--- src/rtl/ifm_pingpong_ctrl.sv ---
// ---------------------------------------------------------------------------
// ifm_pingpong_ctrl
//
// Ping-pong controller for a two-bank input-feature-map (IFM) buffer.
// The previous layer streams one IFM (IFM_SIZE*IFM_SIZE elements) into the
// fill bank while the next layer consumes the other (drain) bank. When the
// fill bank is complete and the drain bank is free (or is being released in
// the same cycle), the banks are swapped.
//
// Ports
//   clk                         : single clock, all state on rising edge
//   reset                       : synchronous active-high reset
//   wr_valid                    : previous layer presents one element
//   wr_ready                    : fill bank can accept an element
//   ifm_enable_write_previous   : write strobe to the memory array
//   ifm_address_write_previous  : write address to the memory array
//   ifm_sel                     : bank select (0: write Mem1 / read Mem2)
//   next_ready                  : drain bank holds a complete IFM
//   next_done                   : pulse, next layer finished with drain bank
//   bank_swap                   : registered pulse, cycle after a swap edge
//   frame_count                 : number of completed swaps, modulo 2^16
// ---------------------------------------------------------------------------
module ifm_pingpong_ctrl #(
    parameter int IFM_SIZE         = 9,
    parameter int ADDRESS_SIZE_IFM = $clog2(IFM_SIZE * IFM_SIZE)
) (
    input  logic                        clk,
    input  logic                        reset,
    input  logic                        wr_valid,
    output logic                        wr_ready,
    output logic                        ifm_enable_write_previous,
    output logic [ADDRESS_SIZE_IFM-1:0] ifm_address_write_previous,
    output logic                        ifm_sel,
    output logic                        next_ready,
    input  logic                        next_done,
    output logic                        bank_swap,
    output logic [15:0]                 frame_count
);

    localparam logic [ADDRESS_SIZE_IFM-1:0] LAST_ADDR =
        ADDRESS_SIZE_IFM'(IFM_SIZE * IFM_SIZE - 1);

    logic [ADDRESS_SIZE_IFM-1:0] wr_cnt_r;
    logic                        fill_full_r;
    logic                        drain_valid_r;
    logic                        ifm_sel_r;
    logic                        bank_swap_r;
    logic [15:0]                 frame_count_r;

    logic                        accept_s;
    logic                        last_s;
    logic                        swap_s;
    logic [ADDRESS_SIZE_IFM-1:0] wr_cnt_nxt_s;
    logic                        fill_full_nxt_s;
    logic                        drain_valid_nxt_s;
    logic                        ifm_sel_nxt_s;
    logic [15:0]                 frame_count_nxt_s;

    // Handshake decode: accept, last element of a frame, and swap condition.
    always_comb begin
        accept_s = 1'b0;
        last_s   = 1'b0;
        swap_s   = 1'b0;
        accept_s = wr_valid & ~fill_full_r;
        last_s   = (wr_cnt_r == LAST_ADDR);
        // fill_full is only set after the last accept has been registered,
        // so the final element always lands in the old fill bank.
        swap_s   = fill_full_r & (~drain_valid_r | next_done);
    end

    // Next-state computation for the fill counter, bank flags and frame count.
    always_comb begin
        wr_cnt_nxt_s      = wr_cnt_r;
        fill_full_nxt_s   = fill_full_r;
        drain_valid_nxt_s = drain_valid_r;
        ifm_sel_nxt_s     = ifm_sel_r;
        frame_count_nxt_s = frame_count_r;
        if (swap_s) begin
            // A swap re-arms the drain bank even if next_done releases it now.
            ifm_sel_nxt_s     = ~ifm_sel_r;
            fill_full_nxt_s   = 1'b0;
            drain_valid_nxt_s = 1'b1;
            frame_count_nxt_s = frame_count_r + 16'd1;
        end else begin
            // Accept and swap are exclusive: accept needs !fill_full, swap needs fill_full.
            if (accept_s) begin
                if (last_s) begin
                    wr_cnt_nxt_s    = {ADDRESS_SIZE_IFM{1'b0}};
                    fill_full_nxt_s = 1'b1;
                end else begin
                    wr_cnt_nxt_s    = wr_cnt_r + ADDRESS_SIZE_IFM'(1);
                end
            end else begin
                wr_cnt_nxt_s = wr_cnt_r;
            end
            // next_done while nothing is being drained is ignored.
            if (next_done & drain_valid_r) begin
                drain_valid_nxt_s = 1'b0;
            end else begin
                drain_valid_nxt_s = drain_valid_r;
            end
        end
    end

    // State registers with synchronous reset; partial fills are discarded.
    always_ff @(posedge clk) begin
        if (reset) begin
            wr_cnt_r      <= {ADDRESS_SIZE_IFM{1'b0}};
            fill_full_r   <= 1'b0;
            drain_valid_r <= 1'b0;
            ifm_sel_r     <= 1'b0;
            bank_swap_r   <= 1'b0;
            frame_count_r <= 16'd0;
        end else begin
            wr_cnt_r      <= wr_cnt_nxt_s;
            fill_full_r   <= fill_full_nxt_s;
            drain_valid_r <= drain_valid_nxt_s;
            ifm_sel_r     <= ifm_sel_nxt_s;
            bank_swap_r   <= swap_s;
            frame_count_r <= frame_count_nxt_s;
        end
    end

    assign wr_ready                   = ~fill_full_r;
    assign ifm_enable_write_previous  = accept_s;
    assign ifm_address_write_previous = wr_cnt_r;
    assign ifm_sel                    = ifm_sel_r;
    assign next_ready                 = drain_valid_r;
    assign bank_swap                  = bank_swap_r;
    assign frame_count                = frame_count_r;

endmodule

--- config.mk ---
export PLATFORM = sky130hd
export DESIGN_NAME = ifm_pingpong_ctrl
export DESIGN_NICKNAME = d
export VERILOG_FILES = /design/src/rtl/ifm_pingpong_ctrl.sv
export SDC_FILE = /design/constraint.sdc
export NUM_CORES = 1
export LEC_CHECK = 0
export CAP_MARGIN = 20
export CORE_MARGIN = 2
export CORE_UTILIZATION = 42
export CTS_BUF_LIST = sky130_fd_sc_hd__clkbuf_2 sky130_fd_sc_hd__clkbuf_4 sky130_fd_sc_hd__clkbuf_8
export DETAILED_ROUTE_END_ITERATION = 6
export GPL_TIMING_DRIVEN = 1
export PLACE_DENSITY = 0.7
export REMOVE_ABC_BUFFERS = 1
export SYNTH_ARGS = -nofsm -noshare
export SYNTH_HDL_FRONTEND = slang
export SYNTH_SLANG_ARGS = --single-unit
--- constraint.sdc ---
create_clock -name clk -period 2.4 [get_ports clk]
set_input_delay 0.36 -clock clk [delete_from_list [all_inputs] [get_ports clk]]
set_output_delay 0.36 -clock clk [all_outputs]
set_load 0.005 [all_outputs]
Word level (Yosys, flattened, before mapping)
Cells that the tools add are included.
Word-level totals
  output and inout port bits: 28
  input port bits: 4
  flip-flop bits (word level): 27
Operators by class
  reductions and logical operators: 4
  bitwise operators: 8
  mux-type cells: 3
  equality and inequality tests: 1
  add/sub/neg operators: 2
Operators by type and width (count)
  $add 16x1->16 const B: 1
  $add 7x1->7 const B: 1
  $eq 7x7->1 const B: 1
  $mux 7: 1
  $not 1->1: 4
  $reduce_and 2->1: 2
  $and 1x1->1: 3
  $mux 1: 2
  $reduce_bool 2->1: 1
  $reduce_or 2->1: 1
  $or 1x1->1: 1

Depth between registers and ports, before layout
  depth in word-level cells: 5
  depth in mapped cells: 6

Worst setup path after synthesis
OpenSTA, ideal clock, no wires.
  path type: register to register
  start point: register frame_count_r[3], in the netlist frame_count[3]
  end point: register frame_count_r[15], in the netlist frame_count[15]
  buffers on the path: 1
  cell stages (with the launch flop): 6
  required time: 2.279 ns
  arrival time: 1.427 ns
  setup time: 0.121 ns
  slack: 0.852 ns
  cell sequence: dfxtp_1 -> and4_4 -> nand2_4 -> buf_6 -> nor4_1 -> mux2_2
Between the ends
  longest elaborated chain between the ends: 1
RTL lines
  from (decl): line 48  | logic [15:0] frame_count_r;
  from (signal assigned): line 120  | frame_count_r <= frame_count_nxt_s;
  $add 16x1->16: line 83  | frame_count_nxt_s = frame_count_r + 16'd1;
Every way passes these cells.
A chain may end at the register's enable or synchronous reset.

Worst setup path in the final report
  start point: input port wr_valid
  end point: output port ifm_enable_write_previous
Between the ends
  longest elaborated chain between the ends: 1
RTL lines
  from (decl): line 29  | input logic wr_valid,
  $and 1x1->1: line 64  | accept_s = wr_valid & ~fill_full_r;
  to (decl): line 31  | output logic ifm_enable_write_previous,
Every way passes these cells.

==> impl_metrics.tcl <==
set metrics [dict create \
    clock_path_buffers 2 \
    tightest_slew_ns 0.394 \
    io_buffers 31 \
    worstPathMaxFanout 3 \
    cts.sinks 27 \
    die_h_um 58.1 \
    ant_nets 0 \
    fin_util_pct 57.5 \
    r2r_setup_slack_ns 0.65 \
    finalClockSkew_ns 0.00949 \
    postCtsSetupRepairBufs 0 \
    clk_pin_slew_ns 0.15 \
    wl_met3_um 101 \
    route.detailed.drc 0 \
    slew_violations 0 \
    synth_cell_types 34 \
    grt_pass1_vias 1048 \
    dp_slack_ns 0.363 \
    clock.fmax_mhz 523 \
    grt_use_total_pct 16.7 \
    num_vias 1090 \
    grt_max_degree 17 \
    synthTopCellsByArea "dfxtp_1 (44%), a21oi_1 (6.1%), nor2_1 (5.2%)" \
    tns_ns 0 \
    coreArea_um2 2780 \
    p_per_area_nw_per_um2 429 \
    rsz0062_at_grt "no" \
    die_area_um2 3380 \
    globalplace.congestion 0.846 \
    insertedDiodeCount 0 \
    die_w_um 58.1 \
    leakagePower_uw 0.000542 \
    synth-seq-cells 27 \
    yosys_warnings 0 \
    synth_top_area_cell "dfxtp_1" \
    multi_input_area_um2 629 \
    hold_buffers 0 \
    syn_area_per_cell_um2 8.61 \
    ir_worst_vdd_v 0.000352 \
    cts_tree "built" \
    top_layer "met4" \
    dpl_cell_area_um2 1570 \
    initial_core_util_pct 44.3 \
    crit_path_end_kind "output pin" \
    wirelength_mm 2.60 \
    outcome "completed" \
    worstPathArrival_ns 1.55 \
    synthCells 143 \
    setup_viol 0 \
    critPathKind "input pin to output pin" \
    worst_slack_ns 0.488 \
    fin_crit_ns 1.91 \
    root_buffer "clkbuf_4" \
    drv_cap 0 \
    fin_area_um2 1600 \
    ys_seq_area_share_pct 43.9 \
    slew_headroom_pct 73.7 \
    synth_area_um2 1230 \
    routed_via_density 5.29 \
    synth_top_area_share_pct 43.9 \
    critPathLaunchType "input pin" \
    rows 19 \
    met2_length_mm 1.24 \
    drive_above_1_share_pct 6.86 \
    grt_pass1_wl_mm 4.53 \
    ctsResizeCount 0 \
    cp.required_ns 2.04 \
    insertion_delay_ns 0.33 \
    h-tree-depth 1 \
    wl_per_cell_um 12.6 \
    finalNetCount 183 \
    fillerInstances 256 \
    drt-met1-wl_mm 1.24 \
    io_pins 32 \
    overflow 0 \
    fin_crit_sh_pct 79.7 \
    area_growth_pct 29.9 \
    antenna_found_initial 0 \
    hpwl_mm 1.88 \
    hold_violations 0 \
    min_path_type "register to register" \
    dr.pass1.iters 4 \
    cts_made_buffers 3 \
    seq_area_um2 541 \
    drt-initial-drc-count 18 \
]
## sequential cells by signal, summed over array words and instances, names as in the netlist
name and cells:
bank_swap 1, frame_count 16, next_ready 1, ifm_address_write_previous 7, fill_full_r 1, ifm_sel 1
## cell usage in the layout, fill, tap and decap left out, types with 4 or more instances in the layout
cell / count
clkdlybuf4s50_1: 31
dfxtp_1: 27
a21oi_1: 15
xor2_1: 6
xnor2_1: 4
nor2_1: 17
buf_4: 4
or4_1: 6
inv_1: 6
nand2_1: 11
nand3_1: 6
o31ai_1: 6
or3_1: 4
## worst max-delay path, stage by stage
cell and delay (ns):
clkdlybuf4s50_1 0.50, nor2b_1 0.18, clkdlybuf4s50_1 0.52
## cells in the mapped netlist
cell,count
clkbuf_1,4
buf_6,1
nand2_4,1
or4_1,6
or3_1,4
and2_1,1
and4_4,1
nand4b_1,1
nand3_1,6
mux2_2,1
buf_2,1
nor2_1,17
a211oi_1,1
inv_1,6
nand2_1,11
nor4_1,1
xnor2_1,4
xor2_1,6
nand3_2,1
nand4_1,2
and3_1,1
nand3b_1,1
o31ai_1,6
buf_4,1
nor3_1,3
a21o_1,1
and4_1,1
nor2b_1,2
ha_1,3
o311ai_0,1
a21oi_1,15
o21ai_0,3
nand2b_1,2
dfxtp_1,27
## metal layers
metal  track usage, %  vias to the layer above
met4             2.66                        0
met1             20.9                      504
met2             28.4                       18
met5                0                        -
li1                 -                      566
met3             5.58                        2
## logic make-up (layout without fill, tap and decap cells)
group / Yosys count / count (layout) / synth area share, %
AO/OA/AOI/OAI: 27 / 27 / 12.9
XOR/XNOR: 10 / 10 / 7.11
adder cells (fa/ha/maj): 3 / 3 / 3.05
buffers and inverters: 13 / 45 / 4.98
flip-flops: 27 / 27 / 43.9
multiplexers: 1 / 1 / 0.915
AND/OR/NAND/NOR: 62 / 62 / 27.1
## stage by stage
stage / cells / hold slack, ns / total power (uW)
floorplan: 136 / 0.429 / 474
global placement: 202 / 0.476 / 498
detailed placement: 202 / 0.490 / 499
CTS: 206 / 0.512 / 693
global route: 206 / 0.535 / 708
finish: 206 / 0.511 / 686
## cell type report
class	instances	area share (%)
multi-input combinational	103	39.4
clock inverter	1	0.313
timing repair buffer	35	21.3
tap	31	2.43
sequential	27	33.8
clock buffer	3	1.41
inverter	6	1.41
## path summary, 6_finish.rpt
check | depth (start not counted) | startpoint | end
worst max-delay path | 3 | wr_valid | ifm_enable_write_previous
worst min-delay path | 2 | frame_count[14] | frame_count[14]
worst max register to register | 5 | frame_count[0] | frame_count[14]
worst min register to register | 2 | frame_count[14] | frame_count[14]
## where the power goes
part | internal, uW | switching, uW | leakage [uW] | total, uW
registers | 451 | 3.14 | 0.000218 | 454
logic | 18.3 | 16.5 | 0.000307 | 34.8
clock network | 62.5 | 135 | 0.0000177 | 197
Note: power is estimated with default switching activity, not from simulation.
